**src/rtl/rv_fetch_buf_pkg.sv**
```systemverilog
// rv_fetch_buf_pkg
//   Shared fetch/decode types.
//   ucode_t    : bus presented to decode {pc, pc_p4, instr}.
//   fb_entry_t : one buffered fetch entry {instr, pc, pc_p4}; also intended
//                for the compressed-instruction expander.
//   fb_to_ucode: repacks a buffered entry into the decode bus layout.
package rv_fetch_buf_pkg;

  typedef struct packed {
    logic [31:2] pc;
    logic [31:2] pc_p4;
    logic [31:0] instr;
  } ucode_t;

  typedef struct packed {
    logic [31:0] instr;
    logic [31:2] pc;
    logic [31:2] pc_p4;
  } fb_entry_t;

  function automatic ucode_t fb_to_ucode(input fb_entry_t e);
    ucode_t u;
    u.pc    = e.pc;
    u.pc_p4 = e.pc_p4;
    u.instr = e.instr;
    return u;
  endfunction

endpackage

```
**src/rtl/rv_fifo_ctl.sv**
```systemverilog
// rv_fifo_ctl
//   Pointer / occupancy controller for a DEPTH-entry circular FIFO.
//   Ports:
//     clk_i     in  : clock
//     rst_ni    in  : synchronous active-low reset
//     flush_i   in  : clears pointers and count (same effect as reset)
//     push_i    in  : write one entry at wr_ptr_o (ignored when full)
//     pop_i     in  : retire the entry at rd_ptr_o (ignored when empty)
//     wr_ptr_o  out : next write slot
//     rd_ptr_o  out : current head slot
//     count_o   out : occupied entries
//     full_o    out : count_o == DEPTH
//     empty_o   out : count_o == 0
//   Occupancy is a separate counter rather than a pointer difference, so
//   full and empty are unambiguous without an extra wrap bit.
module rv_fifo_ctl
  import rv_fetch_buf_pkg::*;
#(
  parameter int DEPTH = 4,
  parameter int PTR_W = $clog2(DEPTH),
  parameter int CNT_W = $clog2(DEPTH + 1)
) (
  input  logic             clk_i,
  input  logic             rst_ni,
  input  logic             flush_i,
  input  logic             push_i,
  input  logic             pop_i,
  output logic [PTR_W-1:0] wr_ptr_o,
  output logic [PTR_W-1:0] rd_ptr_o,
  output logic [CNT_W-1:0] count_o,
  output logic             full_o,
  output logic             empty_o
);

  logic [PTR_W-1:0] wr_ptr_q, wr_ptr_d;
  logic [PTR_W-1:0] rd_ptr_q, rd_ptr_d;
  logic [CNT_W-1:0] count_q, count_d;
  logic             push_ok, pop_ok;

  assign full_o  = (count_q == CNT_W'(DEPTH));
  assign empty_o = (count_q == '0);

  // Guard here as well so the block stays safe when reused by callers that
  // do not qualify their requests.
  assign push_ok = push_i && !full_o;
  assign pop_ok  = pop_i && !empty_o;

  always_comb begin
    wr_ptr_d = wr_ptr_q;
    rd_ptr_d = rd_ptr_q;
    count_d  = count_q;
    // DEPTH is a power of two, so pointer overflow is the modulo wrap.
    if (push_ok) wr_ptr_d = wr_ptr_q + PTR_W'(1);
    if (pop_ok)  rd_ptr_d = rd_ptr_q + PTR_W'(1);
    unique case ({push_ok, pop_ok})
      2'b10:   count_d = count_q + CNT_W'(1);
      2'b01:   count_d = count_q - CNT_W'(1);
      default: count_d = count_q;
    endcase
  end

  always_ff @(posedge clk_i) begin
    if (!rst_ni || flush_i) begin
      wr_ptr_q <= '0;
      rd_ptr_q <= '0;
      count_q  <= '0;
    end else begin
      wr_ptr_q <= wr_ptr_d;
      rd_ptr_q <= rd_ptr_d;
      count_q  <= count_d;
    end
  end

  assign wr_ptr_o = wr_ptr_q;
  assign rd_ptr_o = rd_ptr_q;
  assign count_o  = count_q;

endmodule

```
**src/rtl/rv_fetch_buf.sv**
```systemverilog
// rv_fetch_buf
//   DEPTH-entry instruction buffer between fetch and decode.
//   Ports:
//     i_clk      in  : clock
//     i_reset_n  in  : synchronous active-low reset
//     i_flush    in  : discard buffered and incoming entries
//     i_valid    in  : fetch offers {i_data, i_pc, i_pc_p4}
//     i_data     in  : instruction word
//     i_pc       in  : PC[31:2] of i_data
//     i_pc_p4    in  : PC+4[31:2] of i_data
//     o_ready    out : a push is accepted this cycle (not full)
//     i_stall    in  : decode holds the head
//     o_valid    out : o_bus carries a valid instruction
//     o_bus      out : registered head entry, '0 when not valid
//     o_count    out : occupied entries, head included
//   The array holds every occupied entry including the head; o_bus is a
//   registered copy of the head so decode never sees a combinational path
//   from fetch or from the array.
module rv_fetch_buf
  import rv_fetch_buf_pkg::*;
#(
  parameter int DEPTH = 4,
  parameter int CNT_W = $clog2(DEPTH + 1)
) (
  input  logic             i_clk,
  input  logic             i_reset_n,
  input  logic             i_flush,
  input  logic             i_valid,
  input  logic [31:0]      i_data,
  input  logic [31:2]      i_pc,
  input  logic [31:2]      i_pc_p4,
  output logic             o_ready,
  input  logic             i_stall,
  output logic             o_valid,
  output ucode_t           o_bus,
  output logic [CNT_W-1:0] o_count
);

  localparam int PTR_W = $clog2(DEPTH);

  logic [PTR_W-1:0] wr_ptr, rd_ptr, rd_ptr_nxt;
  logic [CNT_W-1:0] count;
  logic             full, empty;
  logic             push, pop;

  fb_entry_t        in_entry;
  fb_entry_t        mem_q [DEPTH];

  logic             valid_q, valid_d;
  ucode_t           bus_q, bus_d;

  assign in_entry = '{instr: i_data, pc: i_pc, pc_p4: i_pc_p4};

  // o_ready comes only from registered occupancy, so a full buffer refuses
  // a push even in a cycle where decode pops.
  assign push = i_valid && !full && !i_flush;
  assign pop  = valid_q && !i_stall && !i_flush;

  rv_fifo_ctl #(
    .DEPTH (DEPTH),
    .PTR_W (PTR_W),
    .CNT_W (CNT_W)
  ) u_ctl (
    .clk_i    (i_clk),
    .rst_ni   (i_reset_n),
    .flush_i  (i_flush),
    .push_i   (push),
    .pop_i    (pop),
    .wr_ptr_o (wr_ptr),
    .rd_ptr_o (rd_ptr),
    .count_o  (count),
    .full_o   (full),
    .empty_o  (empty)
  );

  // Storage is not reset: occupancy decides which slots are meaningful.
  for (genvar gi = 0; gi < DEPTH; gi++) begin : g_slot
    always_ff @(posedge i_clk) begin
      if (push && (wr_ptr == PTR_W'(gi))) begin
        mem_q[gi] <= in_entry;
      end
    end
  end

  assign rd_ptr_nxt = rd_ptr + PTR_W'(1);

  // Output register next state:
  //   pop with more than one entry  -> next array slot becomes head
  //   pop of the last entry + push  -> pushed entry becomes head (it is not
  //                                    in the array yet this cycle)
  //   pop of the last entry alone   -> bubble
  //   empty + push                  -> pushed entry becomes head
  //   otherwise (incl. stall)       -> hold bit-stable
  always_comb begin
    valid_d = valid_q;
    bus_d   = bus_q;
    if (pop) begin
      if (count > CNT_W'(1)) begin
        valid_d = 1'b1;
        bus_d   = fb_to_ucode(mem_q[rd_ptr_nxt]);
      end else if (push) begin
        valid_d = 1'b1;
        bus_d   = fb_to_ucode(in_entry);
      end else begin
        valid_d = 1'b0;
        bus_d   = '0;
      end
    end else if (empty && push) begin
      valid_d = 1'b1;
      bus_d   = fb_to_ucode(in_entry);
    end
  end

  always_ff @(posedge i_clk) begin
    if (!i_reset_n || i_flush) begin
      valid_q <= 1'b0;
      bus_q   <= '0;
    end else begin
      valid_q <= valid_d;
      bus_q   <= bus_d;
    end
  end

  assign o_ready = !full;
  assign o_valid = valid_q;
  assign o_bus   = bus_q;
  assign o_count = count;

endmodule

```
**config.mk**
```make
export PLATFORM = sky130hd
export DESIGN_NAME = rv_fetch_buf
export DESIGN_NICKNAME = d
export VERILOG_FILES = /design/src/rtl/rv_fetch_buf_pkg.sv /design/src/rtl/rv_fifo_ctl.sv /design/src/rtl/rv_fetch_buf.sv
export SDC_FILE = /design/constraint.sdc
export NUM_CORES = 1
export LEC_CHECK = 0
export CORE_ASPECT_RATIO = 0.7
export CORE_UTILIZATION = 35
export DETAILED_ROUTE_END_ITERATION = 8
export GPL_ROUTABILITY_DRIVEN = 1
export PLACE_DENSITY_LB_ADDON = 0.2
export SLEW_MARGIN = 20
export SYNTH_ARGS = -nofsm -noshare
export SYNTH_HDL_FRONTEND = slang
export SYNTH_SLANG_ARGS = --single-unit
```
**constraint.sdc**
```tcl
create_clock -name i_clk -period 5.5 [get_ports i_clk]
set_input_delay 1.375 -clock i_clk [delete_from_list [all_inputs] [get_ports i_clk]]
set_output_delay 1.375 -clock i_clk [all_outputs]
set_load 0.01 [all_outputs]
```
### Word-level counts from Yosys, hierarchy flattened

Memories as Yosys holds them, arrays and structs flattened.
Cells that the tools add are included.

| operators by class | value |
|---|---|
| add/subtract/negate cells | 4 |
| order comparisons | 1 |
| equal/unequal tests | 6 |
| multiplexer cells | 26 |
| reductions and logical operators | 24 |

Operators by type and width:

| operator | number |
|---|---|
| $mux W92 | 7 |
| $reduce_or A92 Y1 | 3 |
| $mux W1 | 15 |
| $logic_and A1 B1 Y1 | 11 |
| $eq A2 B2 Y1 const B | 3 |
| $mux W2 | 3 |
| $pmux W3 S2 | 1 |
| $logic_not A1 Y1 | 5 |
| $add A2 B1 Y2 const B | 2 |
| $eq A2 B1 Y1 const B | 2 |
| $reduce_bool A2 Y1 | 2 |
| $add A3 B1 Y3 const B | 1 |
| $eq A3 B3 Y1 const B | 1 |
| $gt A3 B1 Y1 const B | 1 |
| $logic_not A3 Y1 | 1 |
| $sub A3 B1 Y3 const B | 1 |
| $logic_not A2 Y1 | 1 |
| $logic_or A1 B1 Y1 | 1 |

| word-level totals | value |
|---|---|
| bits in registers | 100 |
| memory bits (writable) | 368 |
| bits of input ports | 97 |
| word-level logic and storage cells | 69 |
| memories | 1 |

Memory list:

| memory | words | width | read ports | clocked after memory_dff | wr ports | RTL line | source |
|---|---|---|---|---|---|---|---|
| mem_q | 4 | 92 | 1 | 0 | 1 | rv_fetch_buf.sv:47 | `fb_entry_t mem_q [DEPTH];` |

### Logic depth before layout (Yosys ltp)

Gate-level depths: netlist (run 1).

| logic depth | value |
|---|---|
| depth after elaboration | 11 |
| depth in mapped cells | 9 |

### Hierarchy

From an unflattened synthesis (run 1), not the netlist that was laid out.

| unflattened totals | value |
|---|---|
| cells, all modules | 1080 |
| area total of the unflattened synthesis | 19004.5 um^2 |

By module, submodules not included:

| module | instances | cells an instance | area each (um^2) | seq. area each (um^2) |
|---|---|---|---|---|
| rv_fetch_buf | 1 | 1038 | 18637.9 | 12912.4 |
| rv_fifo_ctl | 1 | 42 | 366.6 | 140.1 |

### Worst setup path before layout (run 1)

OpenSTA, ideal clock, no wires.

| timing | value |
|---|---|
| path kind | input-to-reg |
| start point | input port i_valid |
| end point | memory mem_q[0][0] (netlist name) (enable) |
| arrival | 4279 ps |
| data required time | 5038 ps |
| slack | 760 ps |
| stages on the path | 3 |
| path buffers | 1 |
| cells stage by stage | clkbuf_1 -> a21boi_1 -> and3_1 |

| between the ends | value |
|---|---|
| word-level cells in the longest chain between the ends | 9 |

Ends and longest elaborated chain:

| item | RTL line | source |
|---|---|---|
| start, declared | rv_fetch_buf.sv:28 | `input logic i_valid,` |
| $logic_and A1 B1 Y1 (*) (2 in series) | rv_fetch_buf.sv:56 | `assign push = i_valid && !full && !i_flush;` |
| $logic_and A1 B1 Y1 | rv_fetch_buf.sv:79 | `if (push && (wr_ptr == PTR_W'(gi))) begin` |
| $mux W1 | rv_fetch_buf.sv:79 |  |
| $mux W1 (not written as such) | rv_fetch_buf.sv:80 | `mem_q[gi] <= in_entry;` |
| $reduce_or A92 Y1 (no source line) | n/a |  |
| $mux W2 (no source line) or $mux W1 (tied branches) (3 in series) | n/a |  |
| end, declared | rv_fetch_buf.sv:47 |  |

Every way passes the cells marked *; elsewhere a longest branch is shown, timed or not.

### Worst setup path after layout (run 1)

| timing | value |
|---|---|
| start point | register u_ctl.count_q[0], in the netlist u_ctl.count_o[0] |
| end point | output port o_ready |

| between the ends | value |
|---|---|
| word-level cells in the longest chain between the ends | 2 |

Ends and longest elaborated chain:

| item | RTL line | source |
|---|---|---|
| start, declared | rv_fifo_ctl.sv:37 | `logic [CNT_W-1:0] count_q, count_d;` |
| start signal, assigned | rv_fifo_ctl.sv:70 | `count_q <= count_d;` |
| $eq A3 B3 Y1 | rv_fifo_ctl.sv:40 | `assign full_o = (count_q == CNT_W'(DEPTH));` |
| $logic_not A1 Y1 | rv_fetch_buf.sv:124 | `assign o_ready = !full;` |
| end, declared | rv_fetch_buf.sv:32 | `output logic o_ready,` |

No other way between the ends.

==> results by group, run 1 <==
Power
  • Power share of the clock group: 43.2%
  • Share of total power consumed by net switching: 21.8%
  • Net Switching: 1710 uW
  • Power share of the sequential group: 50.1%
  • Leak: 0.00753 uW
  • Pwr dens: 327 nW/um^2
  • Proportion of power drawn by combinational gates: 6.6%
  • Cell-internal power: 6150 uW
  • Worst VDD drop: 0.000237 V

Clock network
  • Number of gates resized after CTS: 0
  • Depth of the CTS H-tree: 2
  • Total setup buffers inserted after CTS: 0
  • Number of buffers created by CTS: 47
  • Number of clock sinks seen by CTS: 468
  • Clock root buffer master: sky130_fd_sc_hd__clkbuf_16
  • CTS Hold Buffers Added: 0
  • Largest buffer count on any clock path: 3
  • Clock edge transition at the registers on the reported setup and hold paths: 60 ps
  • TritonCTS clock tree: yes
  • Clock insertion delay at the later pin of the skew report: 570 ps

Worst setup path
  • Startpoint of the worst register-to-register path: u_ctl.count_o[0]
  • Type of element capturing the critical path: output port
  • Category of the critical setup timing path: reg2out
  • Max Fanout on Critical Path: 7
  • Worst path arrival time: 2230 ps
  • Worst EP required: 4120 ps
  • Crit path launch: u_ctl.count_o[0]
  • Type of origin of the critical path: register

Drt
  • Count of routing violations after the opening detailed-route iteration: 1053
  • Final routed wirelength across all metal layers: 55.1 mm
  • Router iterations before antenna repair: 5
  • Via Count: 12501
  • Residual antenna-violating net count after detailed routing: 0
  • Avg Vias per Cell: 5.86
  • Routed WL per cell: 25.9 um
  • DRC violation count after routing: 0

Timing
  • Timing-limited maximum frequency: 278 MHz
  • Setup-failing EPs final: 0
  • Smallest hold slack: 559 ps
  • Worst clock skew: 23.4 ps
  • Max Transition Viols Final: 0
  • Setup repair after global routing missed its margin: false
  • Slew at the pin closest to its max-slew limit: 1130 ps
  • Final Hold Viols: 0
  • Relative max-transition margin: 24.2%
  • Period utilisation layout: 65.5%
  • Post-route minimum period: 3600 ps
  • Total Negative Setup Slacks: 0 ps

Global routing
  • Largest net degree at the start of global routing: 103
  • Overall track demand over capacity in global routing: 19.2%
  • First-pass GRT wire length: 83.6 mm
  • Antenna violations before repair: 3
  • Total grt overflow: 0
  • Vias in the first global route: 12571

Yosys
  • Number of distinct library cells after synthesis: 38
  • Proportion of synthesized chip area in sequential cells: 66.2%
  • Syn Nets: 1325
  • Cell type with the highest aggregate area in the netlist: sky130_fd_sc_hd__edfxtp_1
  • Most used flip-flop cell after synthesis: sky130_fd_sc_hd__edfxtp_1
  • Leading cell type by number of instances after synthesis: sky130_fd_sc_hd__edfxtp_1
  • Post-Syn Area: 19700 um^2
  • Fraction of registers with async set/reset: 0%
  • Mean area per synthesized cell: 16.2 um^2
  • Commonest cells post-synth: 368 x sky130_fd_sc_hd__edfxtp_1, 100 x sky130_fd_sc_hd__dfxtp_1, 93 x sky130_fd_sc_hd__a31oi_1, 93 x sky130_fd_sc_hd__and3b_1, 93 x sky130_fd_sc_hd__clkbuf_1
  • Count of synthesis-stage warnings from yosys: 0
  • Area share of the largest cell type after synthesis: 56.1%
  • Count of flip-flops with a built-in enable after synthesis: 368
  • Flop and latch count out of synthesis: 468
  • Gate count of the mapped netlist: 1219
  • Synth area leaders: sky130_fd_sc_hd__edfxtp_1 56%, sky130_fd_sc_hd__mux4_2 11%, sky130_fd_sc_hd__dfxtp_1 10%, sky130_fd_sc_hd__and3b_1 4.1%, sky130_fd_sc_hd__o311ai_0 4.1%

Die
  • Chip width: 286 um
  • Boundary Pins: 194
  • Floorplan die height: 201 um
  • Core ar.: 55400 um^2
  • Site Rows: 72
  • Starting utilization of the core area: 35.6%
  • Area enclosed by the die boundary: 57300 um^2

Placement
  • Buffers on Ports: 193
  • Area of placed instances: 22400 um^2
  • Detailed placer's ending HPWL: 29.3 mm
  • Final Wtd Congestion: 0.721
  • Cell Count Post-Placement: 2042

Status
  • Result of the run: completed

Final layout
  • Area of combinational cells with multiple inputs: 6070 um^2
  • Post-route cell area: 24000 um^2
  • Proportion of layout cells with a drive suffix above 1: 15.6%
  • Count of nets after finishing: 1458
  • Area growth syn-to-layout: 21.8%
  • Fillcell total: 4934
  • FF/Latch Area: 13100 um^2
  • Fin cells: 2132

Flow run
  • Number of violations of the max-capacitance limit: 0

Min path
  • Min-delay worst type: reg2reg
  • Min-delay src: u_ctl.wr_ptr_o[1]
==> per-stage QoR <==
stage | total power [uW] | setup slack (ps) | utilization, %
5_1_grt | 8120 | 1770 | 43.3
4_1_cts | 7930 | 1850 | 43.3
3_3_place_gp | 4530 | 1600 | 40.3
6_report | 7860 | 1900 | 43.3
3_5_place_dp | 4540 | 1570 | 40.3
2_1_floorplan | 4230 | 760 | -
==> layout make-up <==
cell class | instances | share of cell area [%]
inverters | 7 | 0.109
repair buffers | 228 | 9.55
clock buffers | 59 | 5.17
well taps | 740 | 3.86
multi-input cells | 600 | 25.3
diodes | 1 | 0.0104
flip-flops and latches | 468 | 54.4
clock inverters | 29 | 1.63
==> placed cells by master (no fill, tap or decap), types with 7 or more instances in the layout <==
cell type,instances
sky130_fd_sc_hd__a22oi_1,92
sky130_fd_sc_hd__a31oi_1,93
sky130_fd_sc_hd__and3b_1,92
sky130_fd_sc_hd__buf_12,7
sky130_fd_sc_hd__buf_4,27
sky130_fd_sc_hd__bufinv_16,9
sky130_fd_sc_hd__clkbuf_1,10
sky130_fd_sc_hd__clkbuf_16,47
sky130_fd_sc_hd__clkdlybuf4s50_1,191
sky130_fd_sc_hd__clkinv_2,7
sky130_fd_sc_hd__dfxtp_1,97
sky130_fd_sc_hd__edfxtp_1,368
sky130_fd_sc_hd__ha_1,9
sky130_fd_sc_hd__mux4_2,92
sky130_fd_sc_hd__o211ai_1,92
sky130_fd_sc_hd__o311ai_0,92
==> per-layer routing <==
| metal | up-vias | wire length (um) | track usage (%) |
|---|---|---|---|
| li1 | 5479 | - | - |
| met2 | 442 | 25900 | 30.7 |
| met1 | 6503 | 24800 | 27.4 |
| met3 | 73 | 3440 | 3.09 |
| met4 | 4 | 975 | 4.34 |
| met5 | - | 25 | 0 |
==> state kept, by name (all words and copies together), names as in the netlist <==
name,count
mem_q,368
o_bus,92
o_valid,1
u_ctl.count_o,3
u_ctl.rd_ptr_o,2
u_ctl.wr_ptr_o,2
==> power by group through the flow <==
stage                     Sequential [uW]  Combinational, uW  Clock (uW)
after global placement               4020                510           0
after CTS                            3940                520        3470
after global routing                 3950                561        3610
after detailed placement             4020                519           0
final                                3940                522        3400
after floorplan                      4020                204           0
==> worst max-delay path, stage by stage (launching register included) <==
cell                              delay, ps
sky130_fd_sc_hd__dfxtp_1                520
sky130_fd_sc_hd__inv_1                  110
sky130_fd_sc_hd__ha_1                   270
sky130_fd_sc_hd__nand2_1                100
sky130_fd_sc_hd__clkdlybuf4s50_1        670
==> path summary, 6_finish.rpt <==
| check | cells after the start | slack [ps] | endpoint |
|---|---|---|---|
| setup / recovery | 4 | 1900 | o_ready |
| setup reg to reg | 5 | 2530 | mem_q[1][63] |
| hold / removal | 2 | 560 | u_ctl.wr_ptr_o[1] |
| hold reg to reg | 2 | 560 | u_ctl.wr_ptr_o[1] |
==> logic make-up after synthesis <==
family / count (synthesis) / share of synthesized area (%)
AOI/OAI and AO/OA: 380 / 14.4
xor gates and xnor gates: 3 / 0.133
adders and majority gates: 9 / 0.571
buffers and inverters: 151 / 3.31
DFF: 468 / 66.2
muxes: 94 / 10.6
and+or+nand+nor: 114 / 4.73
(Power assumes the default switching activity.)
==> run 2, diff against run 1 <==
==> constraint.sdc (replaced) <==
create_clock -name i_clk -period 3 [get_ports i_clk]
set_input_delay 0.75 -clock i_clk [delete_from_list [all_inputs] [get_ports i_clk]]
set_output_delay 0.75 -clock i_clk [all_outputs]
set_load 0.01 [all_outputs]
==> run 2 against run 1 <==
Flip-flop and latch count unchanged. Hold slack lost 1.8 ps. Global-route usage is 0.18 points higher. Wire length rose by 0.42%. Largest power group unchanged. Combinational power up 88%. Die area unchanged. Final area grew 1.5%.
==> results by group, run 2 (synthesis results as in run 1) <==
Status
  • Result of the run: completed

Die
  • Core ar.: 55400 um^2
  • Area enclosed by the die boundary: 57300 um^2
  • Floorplan die height: 201 um
  • Chip width: 286 um
  • Site Rows: 72
  • Boundary Pins: 194
  • Starting utilization of the core area: 35.6%

Worst setup path
  • Largest incremental delay on the critical path: 560 ps
  • Type of element capturing the critical path: output port
  • Buffers and inverters on the worst path: 2
  • Type of origin of the critical path: register
  • Cells along the critical path: inv_1 -> ha_1 -> nand2_2 -> clkdlybuf4s50_1
  • Slowest cell on the critical path: sky130_fd_sc_hd__clkdlybuf4s50_1
  • Worst EP required: 2250 ps
  • Max Fanout on Critical Path: 7
  • Worst path arrival time: 2070 ps
  • Category of the critical setup timing path: reg2out
  • Top delay family on crit path: buffers and inverters

Global routing
  • Overall track demand over capacity in global routing: 19.4%
  • Total grt overflow: 0
  • First-pass GRT wire length: 84.2 mm
  • Antenna violations before repair: 2
  • Vias in the first global route: 12971
  • Largest net degree at the start of global routing: 89

Timing
  • Setup repair after global routing missed its margin: false
  • Period utilisation layout: 94.0%
  • Worst clock skew: 24.5 ps
  • Max Transition Viols Final: 0
  • Timing-limited maximum frequency: 354 MHz
  • Total Negative Setup Slacks: 0 ps
  • Relative max-transition margin: 28.9%
  • PnR worst setup slack: 179 ps
  • Post-route minimum period: 2820 ps
  • Setup-failing EPs final: 0
  • Slew at the pin closest to its max-slew limit: 1060 ps
  • Final Hold Viols: 0

Final layout
  • Commonest cells after routing, fill and taps aside: 368 x sky130_fd_sc_hd__edfxtp_1, 191 x sky130_fd_sc_hd__clkdlybuf4s50_1, 95 x sky130_fd_sc_hd__dfxtp_1, 93 x sky130_fd_sc_hd__a31oi_1
  • Max FFs per register: 368
  • Utilization after layout: 44.0%
  • Diodes inserted: 0
  • Top reg by flops: mem_q
  • Count of nets after finishing: 1477
  • Area growth syn-to-layout: 23.7%
  • Most common cell after layout, fill and taps aside: sky130_fd_sc_hd__edfxtp_1
  • Proportion of layout cells with a drive suffix above 1: 17.0%

Power
  • Power share of the sequential group: 50.3%
  • Share of total power consumed by net switching: 21.8%
  • Cell-internal power: 11200 uW
  • Pwr dens: 589 nW/um^2
  • Worst VDD drop: 0.000369 V
  • Power share of the clock group: 42.9%
  • Leak: 0.00769 uW
  • Proportion of power drawn by combinational gates: 6.8%
  • Net Switching: 3120 uW

Flow run
  • Number of violations of the max-capacitance limit: 0

Min path
  • Min-delay worst type: reg2reg

Clock network
  • Clock insertion delay at the later pin of the skew report: 580 ps
  • TritonCTS clock tree: yes
  • Number of clock sinks seen by CTS: 468
  • Largest buffer count on any clock path: 3
  • Depth of the CTS H-tree: 2
  • CTS Hold Buffers Added: 0
  • Clock edge transition at the registers on the reported setup and hold paths: 60 ps
  • Clock root buffer master: sky130_fd_sc_hd__clkbuf_16
  • Number of buffers created by CTS: 47

Placement
  • Final Wtd Congestion: 0.738
  • Detailed placer's ending HPWL: 31.6 mm
  • Buffers on Ports: 193
  • Pre-CTS WS: 176 ps

Drt
  • DRC violation count after routing: 0
  • Router iterations before antenna repair: 5
  • Via Count: 12545
  • Routed WL per cell: 25.8 um
  • Final routed wirelength across all metal layers: 55.4 mm
  • Avg Vias per Cell: 5.84
  • Residual antenna-violating net count after detailed routing: 0
  • Count of routing violations after the opening detailed-route iteration: 1122
run 2: cell count changes in the layout (fill, tap and decap cells not counted), sizes merged:
| cell | delta |
|---|---|
| inv | -2 |
| bufinv | -3 |
| buf | +19 |
| diode | -1 |
| clkbuf | +6 |
| clkinvlp | -2 |
run 2: layout make-up:
type / instances / area [um^2]
fill: 4856 / 31000
sequential: 468 / 13100
multi-input combinational: 600 / 6070
timing repair buffer: 247 / 2670
clock buffer: 65 / 1350
tap: 740 / 926
clock inverter: 22 / 267
inverter: 7 / 27.5
run 2: per-stage QoR:
step	power [uW]	cell area [um^2]	hold slack (ps)	std cells
after floorplan	7750	19700	514	1219
after global placement	8320	22800	550	2062
after detailed placement	8330	22800	550	2062
after CTS	14500	24400	560	2149
after global routing	14800	24400	634	2149
final	14300	24400	558	2149
run 2: worst paths after layout:
kind,start,to,cells past startpoint,slack (ps)
setup / recovery,u_ctl.count_o[0],o_ready,4,180
hold / removal,u_ctl.wr_ptr_o[1],u_ctl.wr_ptr_o[1],2,560
setup reg to reg,u_ctl.count_o[1],o_bus[88],6,800
hold reg to reg,u_ctl.wr_ptr_o[1],u_ctl.wr_ptr_o[1],2,560
run 2: power groups by stage:
| stage | clock network, uW | logic, uW | registers, uW |
|---|---|---|---|
| CTS | 6280 | 983 | 7210 |
| floorplan | 0 | 375 | 7370 |
| global placement | 0 | 966 | 7350 |
| global route | 6520 | 1060 | 7220 |
| detailed placement | 0 | 978 | 7350 |
| finish | 6150 | 983 | 7210 |
run 2: per-layer routing:
metal / GRT usage, % / wire length [um] / vias to the layer above
met5: 0 / 20 / -
met4: 4.81 / 853 / 4
met3: 4.02 / 3960 / 54
met2: 29.6 / 25200 / 454
met1: 28.1 / 25300 / 6526
li1: - / - / 5507
run 2: what timing repair did:
| item | 4_1_cts | 5_1_grt |
|---|---|---|
| gates resized for setup | 2 | 1 |
| buffers inserted | 0 | 0 |
| setup endpoints to repair | 1 | 1 |
run 2: worst reg2reg max path, cell delays in order, from the launching register on:
cell,delay [ps]
sky130_fd_sc_hd__dfxtp_2,360
sky130_fd_sc_hd__inv_1,120
sky130_fd_sc_hd__ha_1,260
sky130_fd_sc_hd__and3b_4,420
sky130_fd_sc_hd__buf_4,530
sky130_fd_sc_hd__o311ai_0,220
sky130_fd_sc_hd__a31oi_1,210
==> run 3, diff against run 2 <==
--- a/config.mk
+++ b/config.mk
@@ -6,10 +6,11 @@
 export NUM_CORES = 1
 export LEC_CHECK = 0
 export CORE_ASPECT_RATIO = 0.7
-export CORE_UTILIZATION = 35
+export CORE_UTILIZATION = 49
 export DETAILED_ROUTE_END_ITERATION = 8
 export GPL_ROUTABILITY_DRIVEN = 1
 export PLACE_DENSITY_LB_ADDON = 0.2
+export RECOVER_POWER = 50
 export SLEW_MARGIN = 20
 export SYNTH_ARGS = -nofsm -noshare
 export SYNTH_HDL_FRONTEND = slang
==> constraint.sdc (replaced) <==
create_clock -name i_clk -period 2.5 [get_ports i_clk]
set_input_delay 0.625 -clock i_clk [delete_from_list [all_inputs] [get_ports i_clk]]
set_output_delay 0.625 -clock i_clk [all_outputs]
set_load 0.01 [all_outputs]
==> run 3 against run 2 <==
Clock power up 7.2%. Largest cell class unchanged. Total power up 14%. Worst setup slack better by 23 ps. Sequential power up 20%. Clock skew down 8.4 ps. Register-to-register slack worse by 600 ps. Wire length down 8.0%. Hold slack about the same.
==> results by group, run 3 (synthesis results as in run 1) <==
Final layout
  • FF/Latch Area: 13100 um^2
  • Max FFs per register: 368
  • Top reg by flops: mem_q
  • Area of combinational cells with multiple inputs: 6060 um^2
  • Most common cell after layout, fill and taps aside: sky130_fd_sc_hd__edfxtp_1
  • Proportion of layout cells with a drive suffix above 1: 17.2%
  • Commonest cells after routing, fill and taps aside: 368 x sky130_fd_sc_hd__edfxtp_1, 98 x sky130_fd_sc_hd__clkdlybuf4s50_1, 95 x sky130_fd_sc_hd__dfxtp_1, 93 x sky130_fd_sc_hd__a31oi_1
  • Count of nets after finishing: 1488
  • Area growth syn-to-layout: 22.3%
  • Fillcell total: 2985

Global routing
  • Total grt overflow: 0
  • Largest net degree at the start of global routing: 131
  • Overall track demand over capacity in global routing: 24.7%
  • First-pass GRT wire length: 77.8 mm
  • Antenna violations before repair: 4
  • Vias in the first global route: 12735

Die
  • Starting utilization of the core area: 49.7%
  • Site Rows: 61
  • Chip width: 242 um
  • Floorplan die height: 170 um
  • Boundary Pins: 194
  • Core ar.: 39700 um^2
  • Area enclosed by the die boundary: 41000 um^2

Placement
  • Final Wtd Congestion: 0.771
  • Detailed placer's ending HPWL: 29.4 mm
  • Pre-CTS WS: 36.1 ps
  • Buffers on Ports: 193

Worst setup path
  • Max Fanout on Critical Path: 8
  • Category of the critical setup timing path: reg2reg
  • Worst EP required: 2680 ps
  • Reg2reg setup slack: 200 ps
  • Type of element capturing the critical path: register
  • Capture instance of the worst register-to-register path: mem_q[0][85]
  • Worst path arrival time: 2480 ps
  • Startpoint of the worst register-to-register path: u_ctl.count_o[1]
  • R2R depth: 6
  • Type of origin of the critical path: register

Clock network
  • Largest buffer count on any clock path: 3
  • Number of buffers created by CTS: 45
  • Clock root buffer master: sky130_fd_sc_hd__clkbuf_16
  • Clock edge transition at the registers on the reported setup and hold paths: 60 ps
  • Number of clock sinks seen by CTS: 468
  • Clock insertion delay at the later pin of the skew report: 550 ps
  • CTS Hold Buffers Added: 0
  • TritonCTS clock tree: yes
  • Depth of the CTS H-tree: 2

Drt
  • Count of routing violations after the opening detailed-route iteration: 1211
  • Routed WL per cell: 26.1 um
  • Avg Vias per Cell: 6.53
  • Router iterations before antenna repair: 5
  • Final routed wirelength across all metal layers: 51.0 mm
  • Via Count: 12756
  • DRC violation count after routing: 0
  • Residual antenna-violating net count after detailed routing: 0

Min path
  • Worst Hold End: u_ctl.wr_ptr_o[1]
  • Worst Hold Depth: 2
  • Min-delay src: u_ctl.wr_ptr_o[1]
  • Min-delay worst type: reg2reg

Timing
  • PnR worst setup slack: 202 ps
  • Max Transition Viols Final: 0
  • Relative max-transition margin: 32.3%
  • Slew at the pin closest to its max-slew limit: 1010 ps
  • Setup-failing EPs final: 0
  • Period utilisation layout: 91.9%
  • Total Negative Setup Slacks: 0 ps
  • Worst clock skew: 16.1 ps
  • Setup repair after global routing missed its margin: false
  • Final Hold Viols: 0
  • Timing-limited maximum frequency: 435 MHz
  • Post-route minimum period: 2300 ps

Power
  • Leak: 0.00770 uW
  • Worst VDD drop: 0.000438 V
  • Pwr dens: 681 nW/um^2

Status
  • Result of the run: completed

Flow run
  • Number of violations of the max-capacitance limit: 0
[run 3: cell count changes in the layout (fill, tap and decap cells not counted), sizes merged, moves of 3 or more]
cell | previous run | this run
clkinv | 14 | 18
bufinv | 6 | 3
clkdlybuf4s50 | 191 | 98
buf | 56 | 63
diode | 0 | 3
clkinvlp | 1 | 4
dlygate4sd3 | 0 | 92
clkbuf | 65 | 62
[run 3: power by group]
part / total, uW / switching (uW) / leakage, uW / internal (uW)
clock network: 6590 / 2890 / 0.000687 / 3700
logic: 1170 / 665 / 0.00285 / 505
registers: 8660 / 85.8 / 0.00417 / 8570
total: 16400 / 3640 / 0.00770 / 12800
[run 3: worst max path at each step]
stage | startpoint | end | slack [ps] | depth (start not counted)
floorplan | i_valid | mem_q[0][0] | 80 | 3
global placement | i_stall | u_ctl.count_o[2] | 50 | 7
detailed placement | i_stall | u_ctl.count_o[2] | 40 | 7
CTS | u_ctl.count_o[1] | o_ready | 10 | 4
global route | u_ctl.count_o[1] | mem_q[0][85] | 100 | 6
finish | u_ctl.count_o[1] | mem_q[0][85] | 200 | 6
[run 3: metal layers]
metal | vias to the layer above | global-route usage [%] | wire length [um]
met5 | - | 0 | 13
met4 | 2 | 7.43 | 1200
met3 | 96 | 4.70 | 3840
met2 | 562 | 38.9 | 23600
met1 | 6555 | 35.2 | 22300
li1 | 5541 | - | -
[run 3: per-stage QoR]
| step | std cells | hold slack [ps] | instance area, um^2 | utilization (%) | power (uW) |
|---|---|---|---|---|---|
| after floorplan | 1219 | 514 | 19700 | - | 9290 |
| after global placement | 1870 | 552 | 22800 | 57.4 | 10000 |
| after detailed placement | 1870 | 550 | 22800 | 57.4 | 10000 |
| after CTS | 1951 | 562 | 24200 | 60.9 | 16500 |
| after global routing | 1952 | 580 | 24100 | 60.7 | 16900 |
| final | 1954 | 558 | 24100 | 60.7 | 16400 |
[run 3: cell type report]
| cell class | instances | area share [%] |
|---|---|---|
| clock inverters | 25 | 0.903 |
| flip-flops and latches | 468 | 54.2 |
| diodes | 3 | 0.0312 |
| repair buffers | 260 | 11.9 |
| multi-input cells | 600 | 25.1 |
| well taps | 535 | 2.78 |
| inverters | 7 | 0.109 |
| clock buffers | 56 | 4.93 |
[run 3: worst max-delay path, stage by stage (launching register included)]
cell and delay [ps]:
sky130_fd_sc_hd__dfxtp_4 390, sky130_fd_sc_hd__inv_1 100, sky130_fd_sc_hd__ha_2 210, sky130_fd_sc_hd__a21boi_2 140
sky130_fd_sc_hd__buf_4 180, sky130_fd_sc_hd__and3_1 430, sky130_fd_sc_hd__clkbuf_1 480
[run 3: repair_timing]
| item | in CTS | in global routing |
|---|---|---|
| setup endpoints to repair | 1 | 1 |
| gates resized for setup | 5 | 1 |
| setup buffers | 0 | 0 |
| pin swaps | 0 | 0 |
